**config.mk**
```make
export PLATFORM = sky130hd
export DESIGN_NAME = uart_frame_tx
export DESIGN_NICKNAME = d
export VERILOG_FILES = /design/src/rtl/uart_frame_tx.sv
export SDC_FILE = /design/constraint.sdc
export NUM_CORES = 1
export LEC_CHECK = 0
export ABC_CLOCK_PERIOD_IN_PS = 2640
export CORE_UTILIZATION = 50
export CTS_CLUSTER_DIAMETER = 150
export CTS_CLUSTER_SIZE = 10
export DETAILED_ROUTE_END_ITERATION = 16
export PLACE_DENSITY = 0.79
export SLEW_MARGIN = 15
export SYNTH_ARGS = -nofsm -noshare
export SYNTH_HDL_FRONTEND = slang
export SYNTH_SLANG_ARGS = --single-unit
```
**constraint.sdc**
```tcl
create_clock -name clk_100 -period 2.64 [get_ports clk_100]
set_input_delay 0.528 -clock clk_100 [delete_from_list [all_inputs] [get_ports clk_100]]
set_output_delay 0.528 -clock clk_100 [all_outputs]
set_load 0.02 [all_outputs]
```
**src/rtl/uart_frame_tx.sv**
```systemverilog
// Host-link transmit framer: emits PREFIX, addr, len, payload, XOR checksum
// as back-to-back 8N1 UART bytes on tx.
module uart_frame_tx #(
  parameter int unsigned CLKS_PER_BIT = 868,
  parameter logic [7:0]  PREFIX       = 8'hDD
) (
  input  logic       clk_100,
  input  logic       rst,
  input  logic       start,
  input  logic [7:0] addr_in,
  input  logic [7:0] len_in,
  input  logic [7:0] data_in,
  input  logic       data_valid,
  output logic       data_ready,
  output logic       busy,
  output logic       frame_done,
  output logic       tx
);

  localparam int unsigned BAUD_W = (CLKS_PER_BIT > 2) ? $clog2(CLKS_PER_BIT) : 1;
  localparam logic [BAUD_W-1:0] BAUD_MAX = BAUD_W'(CLKS_PER_BIT - 1);

  localparam logic [2:0] F_IDLE   = 3'd0;
  localparam logic [2:0] F_PREFIX = 3'd1;
  localparam logic [2:0] F_ADDR   = 3'd2;
  localparam logic [2:0] F_LEN    = 3'd3;
  localparam logic [2:0] F_DATA   = 3'd4;
  localparam logic [2:0] F_CRC    = 3'd5;

  localparam logic [1:0] S_EMPTY = 2'd0;
  localparam logic [1:0] S_START = 2'd1;
  localparam logic [1:0] S_BITS  = 2'd2;
  localparam logic [1:0] S_STOP  = 2'd3;

  logic [2:0]        frm_q, frm_d;
  logic [1:0]        ser_q, ser_d;
  logic [BAUD_W-1:0] baud_q, baud_d;
  logic [2:0]        bit_q, bit_d;
  logic [7:0]        cnt_q, cnt_d;
  logic [7:0]        addr_q, addr_d;
  logic [7:0]        len_q, len_d;
  logic [7:0]        chk_q, chk_d;
  logic [7:0]        shift_q, shift_d;
  logic              tx_q, tx_d;
  logic              busy_q, busy_d;
  logic              ready_q, ready_d;
  logic              done_q, done_d;
  logic              load;
  logic [7:0]        load_byte;

  // Framer and serializer next-state logic; the framer only acts when the
  // serializer is empty (load cycle) or finishing a stop bit.
  always_comb begin
    frm_d     = frm_q;
    ser_d     = ser_q;
    baud_d    = baud_q;
    bit_d     = bit_q;
    cnt_d     = cnt_q;
    addr_d    = addr_q;
    len_d     = len_q;
    chk_d     = chk_q;
    shift_d   = shift_q;
    tx_d      = tx_q;
    busy_d    = busy_q;
    done_d    = 1'b0;
    load      = 1'b0;
    load_byte = 8'h00;

    case (ser_q)
      S_EMPTY: begin
        tx_d = 1'b1;
        case (frm_q)
          F_IDLE: begin
            if (start) begin
              addr_d    = addr_in;
              len_d     = len_in;
              cnt_d     = len_in;
              chk_d     = 8'h00;
              busy_d    = 1'b1;
              frm_d     = F_PREFIX;
              load      = 1'b1;
              load_byte = PREFIX;
            end
          end
          F_ADDR: begin
            load      = 1'b1;
            load_byte = addr_q;
            chk_d     = chk_q ^ addr_q;
          end
          F_LEN: begin
            load      = 1'b1;
            load_byte = len_q;
            chk_d     = chk_q ^ len_q;
          end
          F_DATA: begin
            if (data_valid && ready_q) begin
              load      = 1'b1;
              load_byte = data_in;
              chk_d     = chk_q ^ data_in;
              cnt_d     = cnt_q - 8'd1;
            end
          end
          F_CRC: begin
            load      = 1'b1;
            load_byte = chk_q;
          end
          default: ;
        endcase
        if (load) begin
          shift_d = load_byte;
          ser_d   = S_START;
          baud_d  = '0;
          tx_d    = 1'b0;
        end
      end
      S_START: begin
        if (baud_q == BAUD_MAX) begin
          baud_d = '0;
          bit_d  = 3'd0;
          ser_d  = S_BITS;
          tx_d   = shift_q[0];
        end else begin
          baud_d = baud_q + BAUD_W'(1);
        end
      end
      S_BITS: begin
        if (baud_q == BAUD_MAX) begin
          baud_d = '0;
          if (bit_q == 3'd7) begin
            ser_d = S_STOP;
            tx_d  = 1'b1;
          end else begin
            bit_d   = bit_q + 3'd1;
            shift_d = {1'b0, shift_q[7:1]};
            tx_d    = shift_q[1];
          end
        end else begin
          baud_d = baud_q + BAUD_W'(1);
        end
      end
      default: begin
        if (baud_q == BAUD_MAX) begin
          baud_d = '0;
          ser_d  = S_EMPTY;
          tx_d   = 1'b1;
          case (frm_q)
            F_PREFIX: frm_d = F_ADDR;
            F_ADDR:   frm_d = F_LEN;
            F_LEN:    frm_d = (len_q == 8'd0) ? F_CRC : F_DATA;
            F_DATA:   frm_d = (cnt_q == 8'd0) ? F_CRC : F_DATA;
            F_CRC: begin
              frm_d  = F_IDLE;
              busy_d = 1'b0;
              done_d = 1'b1;
            end
            default:  frm_d = F_IDLE;
          endcase
        end else begin
          baud_d = baud_q + BAUD_W'(1);
        end
      end
    endcase

    ready_d = (frm_d == F_DATA) && (ser_d == S_EMPTY);
  end

  always_ff @(posedge clk_100 or posedge rst) begin
    if (rst) begin
      frm_q   <= F_IDLE;
      ser_q   <= S_EMPTY;
      baud_q  <= '0;
      bit_q   <= 3'd0;
      cnt_q   <= 8'd0;
      addr_q  <= 8'd0;
      len_q   <= 8'd0;
      chk_q   <= 8'd0;
      shift_q <= 8'd0;
      tx_q    <= 1'b1;
      busy_q  <= 1'b0;
      ready_q <= 1'b0;
      done_q  <= 1'b0;
    end else begin
      frm_q   <= frm_d;
      ser_q   <= ser_d;
      baud_q  <= baud_d;
      bit_q   <= bit_d;
      cnt_q   <= cnt_d;
      addr_q  <= addr_d;
      len_q   <= len_d;
      chk_q   <= chk_d;
      shift_q <= shift_d;
      tx_q    <= tx_d;
      busy_q  <= busy_d;
      ready_q <= ready_d;
      done_q  <= done_d;
    end
  end

  assign tx         = tx_q;
  assign busy       = busy_q;
  assign data_ready = ready_q;
  assign frame_done = done_q;

endmodule
```
== After elaboration in Yosys (flattened, before gate mapping) ==
Index checks and enable logic that the tools add are counted.
Cells by class
  add/subtract/negate cells: 3
  equal/unequal tests: 18
  muxes and demuxes: 51
  bitwise operators: 4
  reductions and logical operators: 23
Operators by type and width (count)
  2-to-1 mux 8 bit: 9
  case mux 8 bit (5 select lines): 1
  case mux 8 bit (2 select lines): 2
  case mux 8 bit (4 select lines): 1
  2-to-1 mux 10 bit: 3
  XOR 8 bit: 3
  2-to-1 mux 3 bit: 6
  2-to-1 mux 1 bit: 17
  logical NOT 8 bit: 2
  AND reduction 4 bit: 4
  != test 2 bit, second input constant: 7
  == test 3 bit, second input constant: 4
  case mux 3 bit (2 select lines): 2
  case mux 3 bit (4 select lines): 1
  adder 10 x 1 -> 10 bit, second input constant: 1
  == test 10 bit, second input constant: 1
  2-to-1 mux 2 bit: 5
  nonzero test 2 bit: 5
  subtractor 8 x 1 -> 8 bit, second input constant: 1
  == test 3 x 2 -> 1 bit, second input constant: 2
  case mux 1 bit (3 select lines): 2
  case mux 2 bit (3 select lines): 1
  AND reduction 3 bit: 2
  OR reduction 3 bit: 2
  13 further kinds: 15
Storage, ports and cells
  register bits after elaboration: 62
  output and inout bits: 4
  word-level logic and storage cells: 112

== Longest topological paths before layout ==
Gate-level depths: netlist of run 1.
  depth in word-level cells: 8
  depth in mapped cells: 8
  mapped depth without buffers: 7

== Worst setup path before layout of run 1 ==
OpenSTA, ideal clock, no wires.
  path kind: register to register
  start: reg baud_q[0]
  end: reg shift_q[2]
  arrival time: 2094 ps
  path slack: 422 ps
  stages on the path, launching flop included: 7
  buffers on the path: 1
  clock period less this slack: 2218 ps
  cells stage by stage: dfrtp_1 > ha_1 > or4b_4 > o41a_1 > a211o_1 > buf_6 > o31a_1
Between the ends
  cells in the longest elaborated chain, start to end: 3
RTL lines
  start, declared: RTL line 37  | logic [BAUD_W-1:0] baud_q, baud_d;
  start signal, assigned: RTL line 185  | baud_q <= baud_d;
  == test 10 bit: RTL line 127  | if (baud_q == BAUD_MAX) begin
  != test 2 bit (no source line)
  AND reduction 4 bit (no source line)
  end signal, assigned: RTL line 191  | shift_q <= shift_d;
  end, declared: RTL line 43  | logic [7:0] shift_q, shift_d;
No other way between the ends.
A chain may end at the register's enable or synchronous reset.

== Worst setup path in the final report of run 1 ==
  start: reg baud_q[0]
  end: reg ready_q, in the netlist data_ready
Between the ends
  cells in the longest elaborated chain, start to end: 5
RTL lines
  == test 10 bit (*): RTL line 117, 127, 142
  2-to-1 mux 2 bit, on equally long branches: RTL line 142, 117, 127
  case mux 2 bit (3 select lines) (*): RTL line 69  | case (ser_q)
  named net ser_d[0]: RTL line 36  | logic [1:0] ser_q, ser_d;
  logical NOT 2 bit (*): RTL line 164  | ready_d = (frm_d == F_DATA) && (ser_d == S_EMPTY);
  logical AND 1 bit (*): RTL line 164
  named net ready_d: RTL line 46  | logic ready_q, ready_d;
  end signal, assigned: RTL line 194  | ready_q <= ready_d;
  end, declared: RTL line 46
The timed path passes the listed nets; every way through them passes the cells marked *.

==> impl_metrics.tcl, run 1 <==
set metrics [dict create \
    status "completed" \
    core_area_um2 7330 \
    area_growth_pct 18.3 \
    synth_edf_count 0 \
    use_met1_pct 36.4 \
    path_class "flop to flop" \
    r2r_slack_ns 0.22 \
    startpoint_type "flop" \
    rows 31 \
    gp_congestion 0.828 \
    vias 3544 \
    fmax_mhz 414 \
    arrival_ns 2.64 \
    fin_skew_ns 0.00932 \
    ant_nets 0 \
    drtIter0Drc 266 \
    hold_viol_final 0 \
    port_buffers 31 \
    antenna_found_initial 0 \
    cts_resized 0 \
    pre_cts_ws_ns 0.105 \
    fin_cells 586 \
    synth_area_leaders "dfrtp_1 (40%), nand2_1 (6.6%), o21ai_0 (5.7%)" \
    synth_nets 488 \
    max_cap_violations 0 \
    cts_setup_buffers 0 \
    worst_pin_slew_ns 1.01 \
    period_share_pct 91.5 \
    syn_avg_cell_area_um2 8.52 \
    cts.sinks 62 \
    cp_cell_sequence "ha_1 -> or4b_4 -> or3_1 -> o221a_2 -> o22ai_1 -> nor4_2" \
    grt_usage_pct 26.0 \
    cts_tree "done" \
    crit_path_end_kind "flop" \
    hpwl_mm 6.72 \
    drc_errors 0 \
    die_y_um 89.6 \
    routed_via_density 6.05 \
    synth_cell_type_count 58 \
    fin_hold_ws_ns 0.482 \
    p_leak_nw 1.95 \
    finalCriticalPeriod_ns 2.42 \
    cts-root-buf "clkbuf_8" \
    clk-insertion-delay-late_ns 0.34 \
    cts_made_buffers 9 \
    htree_levels 3 \
    met2_usage_pct 41.1 \
    initial_core_util_pct 52.3 \
    antenna_cells 0 \
    drive_gt1_share_pct 10.1 \
    drv_slew 0 \
    cp_slowest_cell "or3_1" \
    ios 32 \
    ys_ff_latch 62 \
    setup-tns-final_ns 0 \
    total_power_mw 2.08 \
    hold_class "flop to flop" \
    synth_area_um2 3840 \
    grt_max_degree 63 \
    nNetsFinal 520 \
    die_area_um2 8030 \
    slowest_delay_ns 0.54 \
    powerDensity_nw_per_um2 458 \
    synthArstFlopShare_pct 100 \
    final_area_um2 4540 \
    grt_first_pass_wirelength_mm 15.7 \
    dominantRegCellSynth "dfrtp_1" \
    grt_pass1_vias 3160 \
    setup_viol 0 \
    post-place-cells 570 \
    layout_setup_ws_ns 0.224 \
    yosys.area.top_type "dfrtp_1" \
    synth_warnings 0 \
    postSynthCellCount 450 \
    path_max_fanout 10 \
    post_dp_cell_area_um2 4290 \
    first_pass_iters 5 \
    synth_top_area_share_pct 39.8 \
    rsz0062_at_grt "false" \
    cts.path.max_buffers 2 \
    wire_per_inst_um 16.4 \
    ys_seq_area_share_pct 40.5 \
    use_met3_pct 5.76 \
    die_w_um 89.6 \
    nFillCells 615 \
    grt_busiest_layer "met2" \
    drt_wl_total_mm 9.59 \
    overflow 0 \
    irDropWorstVdd_v 0.000283 \
    max_slew_margin_pct 32.5 \
    crit_required_ns 2.86 \
    holdBufCountCts 0 \
    post-route-util_pct 61.9 \
    cts.reportedPaths.clkPinSlew_ns 0.08 \
]
-- flip-flops by register name (all words and copies together), names as in the netlist --
name        cells
data_ready      1
tx              1
shift_q         8
busy            1
bit_q           3
addr_q          8
len_q           8
ser_q           2
baud_q         10
chk_q           8
cnt_q           8
frame_done      1
frm_q           3
-- synthesized netlist by cell type, types with 3 or more instances --
master      n
o21ai_0    44
o31a_1      5
nand2b_1    8
xor2_1      3
or4_1       9
clkbuf_1   20
o2bb2ai_1   5
dfrtp_1    61
nor4_1      5
inv_1       8
a22o_1     11
nand2_1    67
and3_1      4
o22ai_1     5
and2_1      9
mux2_2      5
ha_1       10
o31ai_1    14
a211oi_1    3
nand3_1    11
buf_2       3
nor3_1      9
a21oi_1    23
or3_1       3
or2b_1      5
a22oi_1     9
nor3b_1     8
buf_4       4
nor2b_1     5
a21boi_0    7
nor2_1     35
-- path summary, 6_finish.rpt --
check,to,startpoint,cells after the start
max,data_ready$_DFF_PP0_,baud_q[0]$_DFFE_PP0N_,6
min,shift_q[5]$_DFFE_PP0P_,shift_q[5]$_DFFE_PP0P_,2
max reg2reg,data_ready$_DFF_PP0_,baud_q[0]$_DFFE_PP0N_,6
min reg2reg,shift_q[5]$_DFFE_PP0P_,shift_q[5]$_DFFE_PP0P_,2
max in group asynchronous,tx$_DFFE_PP1P_,rst,3
min in group asynchronous,cnt_q[5]$_DFFE_PP0P_,rst,3
-- layout by cell type (no fill, tap or decap), types with 10 or more instances in the layout --
cell type,n
nand3_1,11
a22o_1,11
nand2_1,67
clkdlybuf4s50_1,31
nor2_1,35
buf_4,18
o21ai_0,44
ha_1,10
o31ai_1,14
a21oi_1,23
dfrtp_1,61
-- final cells by class --
| cell class | instances | area (um^2) | share of cell area [%] |
|---|---|---|---|
| Clock inverter | 7 | 123 | 2.70 |
| Multi-Input combinational cell | 351 | 2120 | 46.7 |
| Tap cell | 99 | 124 | 2.73 |
| Clock buffer | 9 | 124 | 2.73 |
| Timing Repair Buffer | 50 | 465 | 10.3 |
| Sequential cell | 62 | 1550 | 34.2 |
| Inverter | 8 | 30.0 | 0.662 |
-- where the power goes --
group | switching, mW | internal (mW)
clock network | 0.408 | 0.630
registers | 0 | 0.949
logic | 0.0413 | 0.0500
total | 0.449 | 1.63
-- worst max-delay path: cells and delay by family (launching register included) --
family	cells	cell delay, ns
compound gates	2	0.57
fa+ha+maj	1	0.22
flops	1	0.37
simple gates	3	1.15
-- metal layers --
layer  wire [um]  part of all wire (%)
met3         575                   6.0
met2        4590                    48
met1        4350                    45
met5           0                     0
met4          75                  0.78
-- cell families (layout without fill, tap and decap cells) --
family                   Yosys count  after routing  share of synthesized area [%]
flip-flops                        62             62                           40.5
multiplexers                       6              6                           1.73
XOR/XNOR                           4              4                          0.913
adder cells (fa/ha/maj)           10             10                           3.26
AND/OR/NAND/NOR                  187            187                           24.5
buffers and inverters             37             74                           4.31
AO/OA/AOI/OAI                    144            144                           24.8
(Power assumes the default switching activity.)
==> inputs of run 2 (changes only) <==
--- a/config.mk
+++ b/config.mk
@@ -5,12 +5,12 @@
 export SDC_FILE = /design/constraint.sdc
 export NUM_CORES = 1
 export LEC_CHECK = 0
-export ABC_CLOCK_PERIOD_IN_PS = 2640
+export ABC_CLOCK_PERIOD_IN_PS = 2009
 export CORE_UTILIZATION = 50
 export CTS_CLUSTER_DIAMETER = 150
 export CTS_CLUSTER_SIZE = 10
 export DETAILED_ROUTE_END_ITERATION = 16
-export PLACE_DENSITY = 0.79
+export PLACE_DENSITY = 0.82
 export SLEW_MARGIN = 15
 export SYNTH_ARGS = -nofsm -noshare
 export SYNTH_HDL_FRONTEND = slang
==> constraint.sdc (replaced) <==
create_clock -name clk_100 -period 2.01 [get_ports clk_100]
set_input_delay 0.402 -clock clk_100 [delete_from_list [all_inputs] [get_ports clk_100]]
set_output_delay 0.402 -clock clk_100 [all_outputs]
set_load 0.02 [all_outputs]
==> run 2 against run 1 <==
The flow now finishes with violations (setup timing). Via count grew 8.6%. Design area grew 10%. Setup slack lost 0.37 ns. Global-route usage grew 2.6 points. Critical path type unchanged. Highest routed layer unchanged.
==> impl_metrics.tcl, run 2 (synthesis gave the netlist of run 1 again) <==
set metrics [dict create \
    status "complete, but fails checks" \
    violations "setup timing" \
    hold_viol_final 0 \
    crit_start "baud_q[1]$_DFFE_PP0N_" \
    cts.reportedPaths.clkPinSlew_ns 0.07 \
    die_area_um2 8030 \
    reg2reg_depth 5 \
    max_slew_margin_pct 68.5 \
    drt_wl_total_mm 11.0 \
    setup_viol 16 \
    ios 32 \
    largest_reg_flops 10 \
    finalCriticalPeriod_ns 2.15 \
    initial_core_util_pct 52.3 \
    cts.path.max_buffers 2 \
    fin_skew_ns 0.0112 \
    endpoint "shift_q[2]$_DFFE_PP0P_" \
    wl_met2_mm 5.48 \
    total_power_mw 2.45 \
    routed-wl-met3_um 666 \
    hold_class "input port to async pin" \
    r2r_start "baud_q[1]$_DFFE_PP0N_" \
    arrival_ns 2.39 \
    grt_first_pass_wirelength_mm 17.5 \
    cts-root-buf "clkbuf_8" \
    final_area_um2 4990 \
    grt_max_degree 36 \
    htree_levels 3 \
    fmax_mhz 465 \
    nFillCells 538 \
    rows 31 \
    crit_path_end_kind "flop" \
    max_cap_violations 0 \
    powerDensity_nw_per_um2 490 \
    cp_cell_sequence "ha_2 -> or4b_4 -> o41a_1 -> a211o_4 -> o31a_1" \
    cts_made_buffers 9 \
    nNetsFinal 564 \
    layout_common_cells "nand2_1 (67), dfrtp_1 (59), buf_4 (57)" \
    overflow 0 \
    startpoint_type "flop" \
    core_area_um2 7330 \
    grt_pass1_vias 3709 \
    post_dp_cell_area_um2 4580 \
    met1_length_mm 4.58 \
    regMostFlops "baud_q" \
    layout_setup_ws_ns -0.142 \
    slowest_delay_ns 0.49 \
    irDropWorstVdd_v 0.000440 \
    cts_tree "done" \
    drv_slew 0 \
    antenna_cells 0 \
    hpwl_mm 7.36 \
    grt_usage_pct 28.7 \
    r2r-end "shift_q[2]$_DFFE_PP0P_" \
    die_y_um 89.6 \
    drive_gt1_share_pct 21.7 \
    area_growth_pct 30.0 \
    crit_required_ns 2.24 \
    highest_layer "met4" \
    cp_slowest_cell "or4b_4" \
    mostFrequentLayoutCell "nand2_1" \
    drc_errors 0 \
    post-route-util_pct 68.0 \
    r2r_slack_ns -0.14 \
    path_max_fanout 15 \
    p_leak_nw 2.22 \
    die_w_um 89.6 \
    period_share_pct 107 \
    vias 3848 \
    wire_per_inst_um 17.5 \
    port_buffers 31 \
    worst_pin_slew_ns 0.473 \
    clk-insertion-delay-late_ns 0.35 \
    rsz0062_at_grt "true" \
    antenna_found_initial 0 \
    first_pass_iters 5 \
    drtIter0Drc 278 \
    path_class "flop to flop" \
    ant_nets 0 \
    routed_via_density 6.12 \
    cts.sinks 62 \
    gp_congestion 0.906 \
    setup-tns-final_ns -1.42 \
]
==> run 2: cell count changes in the layout (fill, tap and decap cells not counted), sizes merged <==
| cell | delta |
|---|---|
| buf | +44 |
| bufinv | -2 |
| clkbuf | +2 |
| clkdlybuf4s50 | -2 |
| dlymetal6s2s | +2 |
| clkinvlp | -1 |
==> run 2: layout make-up <==
type                            instances  area (um^2)  area share (%)
Inverter                                8         30.0           0.602
Clock buffer                           11          141            2.83
Clock inverter                          4         47.5           0.953
Timing Repair Buffer                   94          828            16.6
Multi-Input combinational cell        351         2260            45.3
Sequential cell                        62         1560            31.2
Tap cell                               99          124            2.48
==> run 2: power breakdown <==
part | total, mW | switching, mW | internal, mW
Sequential | 1.25 | 0 | 1.25
Combinational | 0.123 | 0.0566 | 0.0665
Clock | 1.08 | 0.480 | 0.595
==> run 2: worst min-delay path by stage <==
stage                        endpoint  slack, ns
3_3_place_gp   shift_q[5]$_DFFE_PP0P_       0.46
4_1_cts          bit_q[2]$_DFFE_PP0P_       0.45
3_5_place_dp    baud_q[9]$_DFFE_PP0N_       0.47
2_1_floorplan  shift_q[5]$_DFFE_PP0P_       0.44
5_1_grt        shift_q[5]$_DFFE_PP0P_       0.46
6_report       shift_q[5]$_DFFE_PP0P_       0.44
==> run 2: stage by stage <==
stage	setup slack (ns)	hold WS (ns)	cells
6_report	-0.142	0.442	629
2_1_floorplan	-0.170	0.441	450
3_3_place_gp	-0.279	0.458	606
5_1_grt	-0.230	0.465	629
4_1_cts	-0.128	0.455	625
3_5_place_dp	-0.334	0.471	606
==> run 2: per-layer routing <==
metal | vias to the layer above | track usage [%]
li1 | 1797 | -
met1 | 1860 | 35.7
met2 | 157 | 48.6
met3 | 34 | 7.95
met4 | 0 | 8.51
met5 | - | 0
==> run 2: worst max-delay path, delay by kind of cell, from the launching register on <==
kind	cells	cell delay (ns)
compound gates	3	0.99
simple gates	1	0.49
flops	1	0.36
fa+ha+maj	1	0.19
==> run 2: what timing repair did <==
item / in CTS / in global routing
endpoints found under the setup margin: 19 / 41
pin swaps: 5 / 6
hold buffers: 0 / 0
resized for setup: 15 / 28
hold endpoints to repair: 0 / 0
setup buffers: 4 / 4
==> edit: new RTL, settings of run 1 <==
The parameter `CLKS_PER_BIT` goes from 868 to 3472.
--- a/src/rtl/uart_frame_tx.sv
+++ b/src/rtl/uart_frame_tx.sv
@@ -1,7 +1,7 @@
 // Host-link transmit framer: emits PREFIX, addr, len, payload, XOR checksum
 // as back-to-back 8N1 UART bytes on tx.
 module uart_frame_tx #(
-  parameter int unsigned CLKS_PER_BIT = 868,
+  parameter int unsigned CLKS_PER_BIT = 3472,
   parameter logic [7:0]  PREFIX       = 8'hDD
 ) (
   input  logic       clk_100,
Behaviour: same outputs for any inputs over 10 cycles, from zero or initial values and one cycle with rst high; that may be too few to reach the edited logic, so the function may still have changed.
==> edit against run 1 <==
Area after synthesis rose by 1.7%; worst setup slack got worse by 0.0051 ns; sequential cell count rose by 2; first-iteration DRC count rose by 11%; count of clock-buffer cells in the layout rose by 4; design area rose by 0.69%; power rose by 1.3%; wire length rose by 0.80%; critical endpoint is now shift_q[6]; highest routed layer unchanged.
==> edit: results (changes against run 1) <==
* Worst R2R End: shift_q[6]
* WP data arrival at 2.66 ns (+0.02 ns)
* Worst Skew at 0.01237 ns (+0.003056 ns)
* Lkg Pwr at 1.935 nW (-0.62%)
* Register area share after synthesis at 41.07% (+0.59 points)
* Max FFs per register at 12 (+2)
* Worst rel slew slack at 33.30% (+0.80 points)
* Fill count at 619 (+0.65%)
* GRT Overall Usage at 25.37% (-0.67 points)
* Layout cells sized above 1 at 11.07% (+1.0 points)
* Critical Path Start: baud_q[4]
* Synth Area in Compound Gates at 25.46% (+0.64 points)
* Hold slack at 0.4632 ns (-0.01885 ns)
* Nets at 521 (+0.19%)
* Hpwl dp at 6838 microns (+1.7%)
* Syn Nets at 492 (+0.82%)
* Iter 0 DRT Violations at 295 (+11%)
* Status: finished clean
* Worst skew pair latency at 0.36 ns (+0.02 ns)
* Pre-CTS setup slack at 0.1631 ns (+0.05853 ns)
* Xor and xnor area share after synthesis at 0.4489% (-0.46 points)
* First-pass GRT wire length at 16600 microns (+5.9%)
* Synth area leaders: dfrtp_1 (40%), nand2_1 (7.2%), o21ai_0 (5.5%), a21oi_1 (3.6%), nor2_1 (3.6%)
* Hold EP: tx
* Routability cong. at 0.8330 (+0.66%)
* Post-synth top cells: nand2_1 (75), dfrtp_1 (63), o21ai_0 (43)
* Final worst path period share at 91.71% (+0.19 points)
* Avg WL per Cell at 16.47 microns (+0.63%)
edit: changes by cell type after synthesis, sizes merged, moves of 4 or more:
cell	run 1	this run
nor3b	8	3
o211ai	0	4
mux2	5	9
or2b	5	0
o31a	5	0
nand2	67	75
a21oi	23	29
a22oi	9	1
a31oi	0	4
a221oi	2	8
a21boi	7	1
and2	9	4
edit: kinds of logic after synthesis:
kind of cell	count (synthesis)
simple gates	181
compound gates	148
flops	64
buf+inv	40
fa+ha+maj	10
mux	9
xor+xnor	2
edit: per-layer routing:
metal	track usage, %	routed length, microns	up-vias
li1	-	-	1719
met5	0	0	-
met2	39.31	4473	133
met3	4.461	554	15
met4	10.89	194	0
met1	34.90	4445	1722
edit: how the worst max path moves through the flow:
stage | to | depth (start not counted)
after CTS | shift_q[6] | 6
after global placement | chk_q[4] | 6
after detailed placement | chk_q[4] | 6
after floorplan | data_ready | 5
after global routing | shift_q[1] | 6
final | shift_q[6] | 6
edit: worst max-delay path: stages (launching register included):
cell      delay (ns)
dfrtp_1         0.43
or4b_4          0.59
nor3_4          0.27
buf_4           0.20
nand3b_2        0.11
a21oi_4         0.33
mux2_2          0.37
edit: area by class of cell:
class | instances | share of cell area (%)
clock buffers | 13 | 3.259
clock inverters | 3 | 1.424
inverters | 11 | 0.9039
multi-input cells | 350 | 46.92
flip-flops and latches | 64 | 35.09
well taps | 99 | 2.712
repair buffers | 47 | 9.696
edit: metrics by stage:
stage / utilization, % / area (sq um) / cells
2_1_floorplan: - / 3902 / 454
3_3_place_gp: 58.77 / 4354 / 571
3_5_place_dp: 58.77 / 4354 / 571
4_1_cts: 61.66 / 4568 / 587
5_1_grt: 61.66 / 4568 / 587
6_report: 61.66 / 4568 / 587
edit: where the power goes:
part / internal, mW / switching, mW / total [mW]
Combinational: 0.0714 / 0.0647 / 0.136
Clock: 0.557 / 0.385 / 0.942
Sequential: 1.00 / 0.0236 / 1.03
Total: 1.63 / 0.473 / 2.11
